**config.mk**
```make
export PLATFORM = sky130hd
export DESIGN_NAME = core_bp_upd_ctrl
export DESIGN_NICKNAME = d
export VERILOG_FILES = /design/src/rtl/core_bp_upd_ctrl.sv
export SDC_FILE = /design/constraint.sdc
export NUM_CORES = 1
export LEC_CHECK = 0
export CELL_PAD_IN_SITES_DETAIL_PLACEMENT = 0
export CELL_PAD_IN_SITES_GLOBAL_PLACEMENT = 2
export CORE_MARGIN = 4
export CORE_UTILIZATION = 43
export DETAILED_ROUTE_END_ITERATION = 8
export DONT_BUFFER_PORTS = 1
export PLACE_DENSITY_LB_ADDON = 0.1
export SLEW_MARGIN = 20
export SYNTH_ARGS = -nofsm -noshare
export SYNTH_HDL_FRONTEND = slang
export SYNTH_SLANG_ARGS = --single-unit
```
**constraint.sdc**
```tcl
create_clock -name clk -period 2.8 [get_ports clk]
set_clock_uncertainty 0.05 [all_clocks]
set_input_delay 0.56 -clock clk [delete_from_list [all_inputs] [get_ports clk]]
set_output_delay 0.56 -clock clk [all_outputs]
set_load 0.05 [all_outputs]
```
**src/rtl/core_bp_upd_ctrl.sv**
```systemverilog
// Update scheduler and table-clear sequencer for the core branch predictor.
// Resolved-branch records from ID are queued in a small FIFO and drained at
// most one per cycle into the predictor update port, unless fetch holds off
// writes. A clear request sweeps every PHT/BHT index through the write port.
module core_bp_upd_ctrl #(
  parameter int DEPTH       = 4,
  parameter int PHT_ENTRIES = 128,
  parameter int BHT_ENTRIES = 8
) (
  input  logic                     clk,
  input  logic                     rst,
  input  logic                     br_valid,
  input  logic [5:0]               br_pc,
  input  logic                     br_taken,
  input  logic                     br_pred_right,
  input  logic [3:0]               br_bhr,
  input  logic [1:0]               br_pht,
  output logic                     br_ready,
  input  logic                     upd_hold,
  input  logic                     clear_req,
  output logic                     update_BP,
  output logic [5:0]               id_pc,
  output logic                     taken,
  output logic                     pred_right,
  output logic [3:0]               BHR_in,
  output logic [1:0]               delayed_PHT,
  output logic                     clr_we,
  output logic                     clr_bht_we,
  output logic [6:0]               clr_index,
  output logic                     clr_busy,
  output logic                     clr_done,
  output logic [$clog2(DEPTH):0]   q_count,
  output logic [7:0]               drop_cnt
);

  localparam int PTR_W = $clog2(DEPTH);
  localparam int CNT_W = PTR_W + 1;
  localparam int REC_W = 14;
  localparam logic [6:0] LAST_IDX = 7'(PHT_ENTRIES - 1);

  typedef enum logic {RUN, CLEAR} state_t;

  state_t           state, state_nx;
  logic [REC_W-1:0] mem [DEPTH];
  logic [PTR_W-1:0] wr_ptr, rd_ptr;
  logic [REC_W-1:0] head;
  logic             push, pop, flush, drop, clr_last;

  // Queue control: a clear request in RUN flushes the queue and swallows any
  // record arriving in the same cycle; no pop is launched into a sweep.
  assign flush = (state == RUN) && clear_req;
  assign push  = br_valid && br_ready && !clear_req;
  assign drop  = br_valid && !br_ready;
  assign pop   = (state == RUN) && !clear_req && (q_count != '0) && !upd_hold;
  assign head  = mem[rd_ptr];

  // State register
  always_ff @(posedge clk) begin
    if (rst) state <= RUN;
    else     state <= state_nx;
  end

  // Next-state and sweep/handshake strobes decoded from the registered state
  always_comb begin
    state_nx   = state;
    br_ready   = 1'b0;
    clr_we     = 1'b0;
    clr_busy   = 1'b0;
    clr_bht_we = 1'b0;
    clr_last   = 1'b0;
    case (state)
      RUN: begin
        br_ready = (q_count < CNT_W'(DEPTH));
        if (clear_req) state_nx = CLEAR;
      end
      CLEAR: begin
        clr_we     = 1'b1;
        clr_busy   = 1'b1;
        clr_bht_we = ({1'b0, clr_index} < 8'(BHT_ENTRIES));
        clr_last   = (clr_index == LAST_IDX);
        if (clr_last) state_nx = RUN;
      end
      default: state_nx = RUN;
    endcase
  end

  // FIFO storage; contents need no reset because occupancy gates every read
  always_ff @(posedge clk) begin
    if (push) mem[wr_ptr] <= {br_pc, br_taken, br_pred_right, br_bhr, br_pht};
  end

  // FIFO pointers and occupancy; pointers wrap naturally at DEPTH
  always_ff @(posedge clk) begin
    if (rst || flush) begin
      wr_ptr  <= '0;
      rd_ptr  <= '0;
      q_count <= '0;
    end else begin
      if (push) wr_ptr <= wr_ptr + PTR_W'(1);
      if (pop)  rd_ptr <= rd_ptr + PTR_W'(1);
      case ({push, pop})
        2'b10:   q_count <= q_count + CNT_W'(1);
        2'b01:   q_count <= q_count - CNT_W'(1);
        default: q_count <= q_count;
      endcase
    end
  end

  // Update port: strobe follows the pop, data holds between pops
  always_ff @(posedge clk) begin
    if (rst) begin
      update_BP   <= 1'b0;
      id_pc       <= '0;
      taken       <= 1'b0;
      pred_right  <= 1'b0;
      BHR_in      <= '0;
      delayed_PHT <= '0;
    end else begin
      update_BP <= pop;
      if (pop) {id_pc, taken, pred_right, BHR_in, delayed_PHT} <= head;
    end
  end

  // Sweep index and end-of-clear pulse
  always_ff @(posedge clk) begin
    if (rst) begin
      clr_index <= '0;
      clr_done  <= 1'b0;
    end else begin
      clr_done <= clr_last;
      if (state == CLEAR && !clr_last) clr_index <= clr_index + 7'd1;
      else                              clr_index <= '0;
    end
  end

  // Saturating count of records refused while not ready
  always_ff @(posedge clk) begin
    if (rst)                           drop_cnt <= '0;
    else if (drop && drop_cnt != 8'hFF) drop_cnt <= drop_cnt + 8'd1;
  end

endmodule

```
# [Word level (Yosys, flattened, before mapping)]
# Memories as Yosys holds them, arrays and structs flattened. A register that Yosys moved wholly into a read port is not among the register bits.
# Cells that the tools add are included.
[totals] regBits=25 ramBits=56 in_bits=19 out_inout_bits=38 memories=1
[op_classes] n_addsub=6 magnitude_cmp=2 eq_ne=4 mux=10 bitwise_logic=2 n_reduce_logical=17
[memory_table] memory="mem" depth=4 word_bits=14 rd=1 rd_clocked_by_memory_dff=1 wr=1 line_no="44" source="logic [REC_W-1:0] mem [DEPTH];"
[op_table] operator="1-bit logical AND" count=9
[op_table] operator="8-bit by 1-bit adder with 8-bit output, second input constant" count=1
[op_table] operator="1-bit two-way mux" count=8
[op_table] operator="8-bit != test, second input constant" count=1
[op_table] operator="7-bit by 1-bit adder with 7-bit output, second input constant" count=1
[op_table] operator="7-bit equality test, second input constant" count=1
[op_table] operator="7-bit by 4-bit less-than comparator with 1-bit output, second input constant" count=1
[op_table] operator="3-bit case mux with 2 select lines" count=1
[op_table] operator="2-bit by 1-bit adder with 2-bit output, second input constant" count=2
[op_table] operator="1-bit zero test" count=4
[op_table] operator="3-bit by 1-bit adder with 3-bit output, second input constant" count=1
[op_table] operator="3-bit less-than comparator, second input constant" count=1
[op_table] operator="3-bit nonzero test" count=1
[op_table] operator="3-bit by 1-bit subtractor with 3-bit output, second input constant" count=1
[op_table] operator="2-bit by 1-bit equality test with 1-bit output, second input constant" count=1
[op_table] operator="2-bit equality test, second input constant" count=1
[op_table] operator="1-bit NOT" count=2
[op_table] operator="1-bit case mux with 2 select lines" count=1
[op_table] operator="2-bit nonzero test" count=1
[op_table] operator="2-bit OR reduction" count=1
[op_table] operator="1-bit logical OR" count=1

# [Logic depth before layout (Yosys ltp)]
[logic_depth] ltp_word=6 depth_mapped=12 mapped_depth_nobuf=9

# [Worst setup path after synthesis]
# No wires, ideal clock.
[synth_timing] path_type="reg2reg" startpoint="register q_count[2]" endpoint="register q_count[2]" setup_time_ns=0.070 arrival_time_ns=2.497 required_time_ns=2.680 slack_ns=0.183 path_stages_with_launch=12 n_path_buf=2 cell_sequence="dfxtp_1 nor3_1 nand2b_1 buf_6 clkinv_4 buf_6 ha_1 inv_1 fa_1 xor2_1 or3_1 a21oi_1"
[synth_between] elab_cells_between_ends=13 classes_between="2 x add/sub; 1 x order compare; 2 x eq/ne; 2 x mux; 6 x reduce/logical"
[synth_lines] element="from (decl)" line_no="32" source="output logic [$clog2(DEPTH):0] q_count,"
[synth_lines] element="from (signal assigned)" line_no="102" source="2'b10: q_count <= q_count + CNT_W'(1);"
[synth_lines] element="from (signal assigned)" line_no="103" source="2'b01: q_count <= q_count - CNT_W'(1);"
[synth_lines] element="from (signal assigned)" line_no="104" source="default: q_count <= q_count;"
[synth_lines] element="3-bit nonzero test *" line_no="54" source="assign pop = (state == RUN) && !clear_req && (q_count != '0) && !upd_hold;"
[synth_lines] element="1-bit logical AND * (2 in a row)" line_no="54"
[synth_lines] element="net pop" line_no="47" source="logic push, pop, flush, drop, clr_last;"
[synth_lines] element="2-bit by 1-bit equality test with 1-bit output or 2-bit equality test (tied branches)" line_no="101" source="case ({push, pop})"
[synth_lines] element="3-bit case mux with 2 select lines or 2-bit nonzero test (tied branches)"
# Mark *: on every way through the listed nets, which the timed path passes. The rest lies on a longest branch.
# A chain may end at the register's enable or synchronous reset.

# [Worst setup path in the final report]
[layout_timing] startpoint="register clr_index[5]" endpoint="output clr_bht_we"
[layout_between] elab_chain_len=2
[layout_lines] element="from (decl)" line_no="29" source="output logic [6:0] clr_index,"
[layout_lines] element="from (signal assigned)" line_no="131" source="if (state == CLEAR && !clr_last) clr_index <= clr_index + 7'd1;"
[layout_lines] element="7-bit by 4-bit less-than comparator with 1-bit output" line_no="79" source="clr_bht_we = ({1'b0, clr_index} < 8'(BHT_ENTRIES));"
[layout_lines] element="1-bit two-way mux" line_no="71" source="case (state)"
[layout_lines] element="to (decl)" line_no="28" source="output logic clr_bht_we,"
# Every way passes these cells.

==> metrics.md <==
| Metric | Value |
|---|---|
| Multi-input gate area | `between 1000 and 1500 sq um` |
| Routed WL per cell | `17.1 um` |
| Via count | `roughly 2,100` |
| 1st-iter DRT viols | `66` |
| Share of post-route cells with drive strength above 1 | `0.176` |
| Drt via density | `about 5.2` |
| Die Footprint | `slightly above 10,000 sq um` |
| Core ar. | `~8300 sq um` |
| # port buffers | `0` |
| Asr flop ratio synth | `0` |
| Tmin final | `2.38 ns` |
| Routed Wire Length | `a little under 7 mm` |
| Worst vdd ir | `roughly 0.27 mV` |
| Data arrival, critical path | `approximately 1.8 ns` |
| LEAKAGE | `1.36 nW` |
| Clk root buf | `clkbuf_8` |
| Fin. Hold Viols | `0` |
| GRT overflow | `0` |
| N_diodes | `0` |
| Unique masters post-synth | `40` |
| Sw frac | `0.235` |
| Highest-count cells in the layout ignoring fill and taps | `56 x edfxtp_1, 39 x dfxtp_1, 30 x nand2_1` |
| Vias in the first global route | `approximately 2,100` |
| Data required, critical path | `between 2 and 2.5 ns` |
| Dpl cell area | `between 3000 and 4000 sq um` |
| P_int | `between 1.5 and 2 mW` |
| Psw | `approximately 0.58 mW` |
| Maximum fanout along the worst path | `5` |
| Number of I/O pins | `57` |
| Final ANT Viol Nets | `0` |
| Pin count of the biggest net entering global routing | `28` |
| Synthesis-stage register bit count | `95` |
| Clock Tree Buf Depth | `2` |
| Seq/Total Area, Yosys | `0.656` |
| Crit Path Class | `reg2out` |
| Power share of the sequential group | `0.619` |
| Slew @ Worst Pin | `approximately 0.76 ns` |
| Die Span Y | `101 um` |
| DRC viols | `0` |
| Slew Limit Fails | `0` |
| Post-cts repair resize count | `0` |
| Fill cell count | `748` |
| Main area contributors after synthesis | `edfxtp_1 45%, dfxtp_1 21%, mux4_2 5.4%` |
| Fin util | `0.497` |
| Reg area | `2460 sq um` |
| Nets@finish | `between 300 and 400` |
| Setup TNS Final | `0 ns` |
| TritonCTS Buffers | `9` |
| CTS tree | `yes` |
| Top cell type's share of synthesized area | `0.448` |
| Syn nets | `approximately 300` |
| Flop-to-flop setup slack | `about 0.58 ns` |
| Design area | `between 4000 and 5000 sq um` |
| Endpoints failing setup | `0` |
| Syn. warnings | `0` |
| Clock sink count | `between 90 and 100` |
| Pwr/cell area | `around 600 nW/um^2` |
| Unrepaired setup endpoints after global routing | `false` |
| Setup bufs post-CTS | `0` |
| Final GP Congestion | `0.691` |
| Clock slew at reported path FFs | `around 0.10 ns` |
| Top FF cell, synth | `edfxtp_1` |
| Post-Layout Cell Count | `~400` |
| Die W | `slightly above 100 um` |
| Inst Count DP | `approximately 390` |
| Starting density of the core | `0.450` |
| Initial antenna violation count | `0` |
| Area leader, netlist | `edfxtp_1` |
| Syn Area/Cell | `13.9 sq um` |
| Pre-antenna DRT Iters | `4` |
| Slew margin rel. | `0.492` |
| Cell count after synthesis | `270` |
| Power share of the combinational group | `0.042` |
| Synth Cell Area | `3750 sq um` |
| First-pass GRT wire length | `approximately 11 mm` |
| Area Overhead vs Synth | `10.5%` |
| Clock share of power | `0.339` |
| Final HPWL DP | `~4.7 mm` |
| Leading cell type in the layout, fill and taps excluded | `edfxtp_1` |
| H-tree levels | `3` |
| Status | `completed` |
| FP Rows | `33` |
| # hold bufs at CTS | `0` |
| CP Launch Type | `flip-flop` |
| FMAX | `around 0.42 GHz` |
| Crit share post-route | `0.850` |
| Post-synth EDFFs | `56` |
| Max-cap violations | `0` |
| Crit. End Element | `output pin` |
| Clock Latency Late Sink | `approximately 0.36 ns` |
| GRT Overall Usage | `0.145` |
| Worst Hold Class | `in2reg` |
## critical path, stage by stage (launching register included)
cell	delay (ns)
dfxtp_1	0.52
or4_1	0.60
nor2_1	0.10
buf_4	0.20
## state kept, by name (all words and copies together) (netlist names)
signal       flops
taken            1
rd_ptr           2
update_BP        1
delayed_PHT      2
id_pc            6
clr_index        7
clr_done         1
drop_cnt         8
wr_ptr           2
state            1
BHR_in           4
q_count          3
pred_right       1
mem             56
## worst paths after layout
path | start | to | cells after the start
worst max-delay path | clr_index[5]$_SDFF_PP0_ | clr_bht_we | 3
worst max register to register | state$_SDFF_PP0_ | q_count[2]$_SDFFE_PP0P_ | 9
worst min-delay path | rst | id_pc[0]$_SDFFE_PP0P_ | 1
worst min register to register | wr_ptr[0]$_SDFFE_PP0P_ | wr_ptr[0]$_SDFFE_PP0P_ | 2
## cell families (layout without fill, tap and decap cells)
logic type,after synthesis,in the layout,synth area share
buffers and inverters,21,47,0.0330
DFF,95,95,0.656
xor gates and xnor gates,11,11,0.0257
muxes,16,16,0.0947
AOI/OAI and AO/OA,34,34,0.0540
and+or+nand+nor,85,85,0.108
adders and majority gates,8,8,0.0287
## synth_stat cells (2+ instances only)
master    number
xor2_1         6
xnor2_1        5
clkbuf_1       3
nand2_1       30
edfxtp_1      56
dfxtp_1       39
a21oi_1       21
nor3_1         5
nand3_1        5
buf_2          2
mux4_2         9
or3_1          2
and2_1         4
mux4_1         5
a211oi_1       4
inv_1          9
buf_4          2
buf_6          4
nor2_1        27
nand2b_1       2
ha_1           7
nand4_1        2
o21ai_0        3
and4_1         2
## power groups by stage
stage | logic (mW) | registers (mW) | clock network, mW
final | 0.103 | 1.51 | 0.829
after global routing | 0.112 | 1.51 | 0.925
after CTS | 0.104 | 1.51 | 0.863
after detailed placement | 0.104 | 1.54 | 0
after global placement | 0.105 | 1.54 | 0
after floorplan | 0.0683 | 1.56 | 0
## per-stage QoR
stage          power (mW)  setup WS [ns]  hold slack, ns
2_1_floorplan        1.63          0.183           0.488
3_3_place_gp         1.65          0.438           0.530
3_5_place_dp         1.65          0.399           0.527
4_1_cts              2.48          0.382           0.186
5_1_grt              2.55          0.339           0.178
6_report             2.44          0.419           0.206
## per-layer routing
layer	up-vias	global-route usage	wire length [um]
met5	-	0	0
met4	0	0.0644	126
met3	11	0.0482	399
met2	41	0.225	3270
met1	1018	0.187	3070
li1	1026	-	-
## layout make-up
cell class / count / share of cell area
Sequential cell: 95 / 0.594
Inverter: 10 / 0.0103
Multi-Input combinational cell: 154 / 0.282
Clock inverter: 6 / 0.0139
Timing Repair Buffer: 21 / 0.0380
Clock buffer: 10 / 0.0308
Tap cell: 105 / 0.0317
Power figures use the tool's default switching activity.
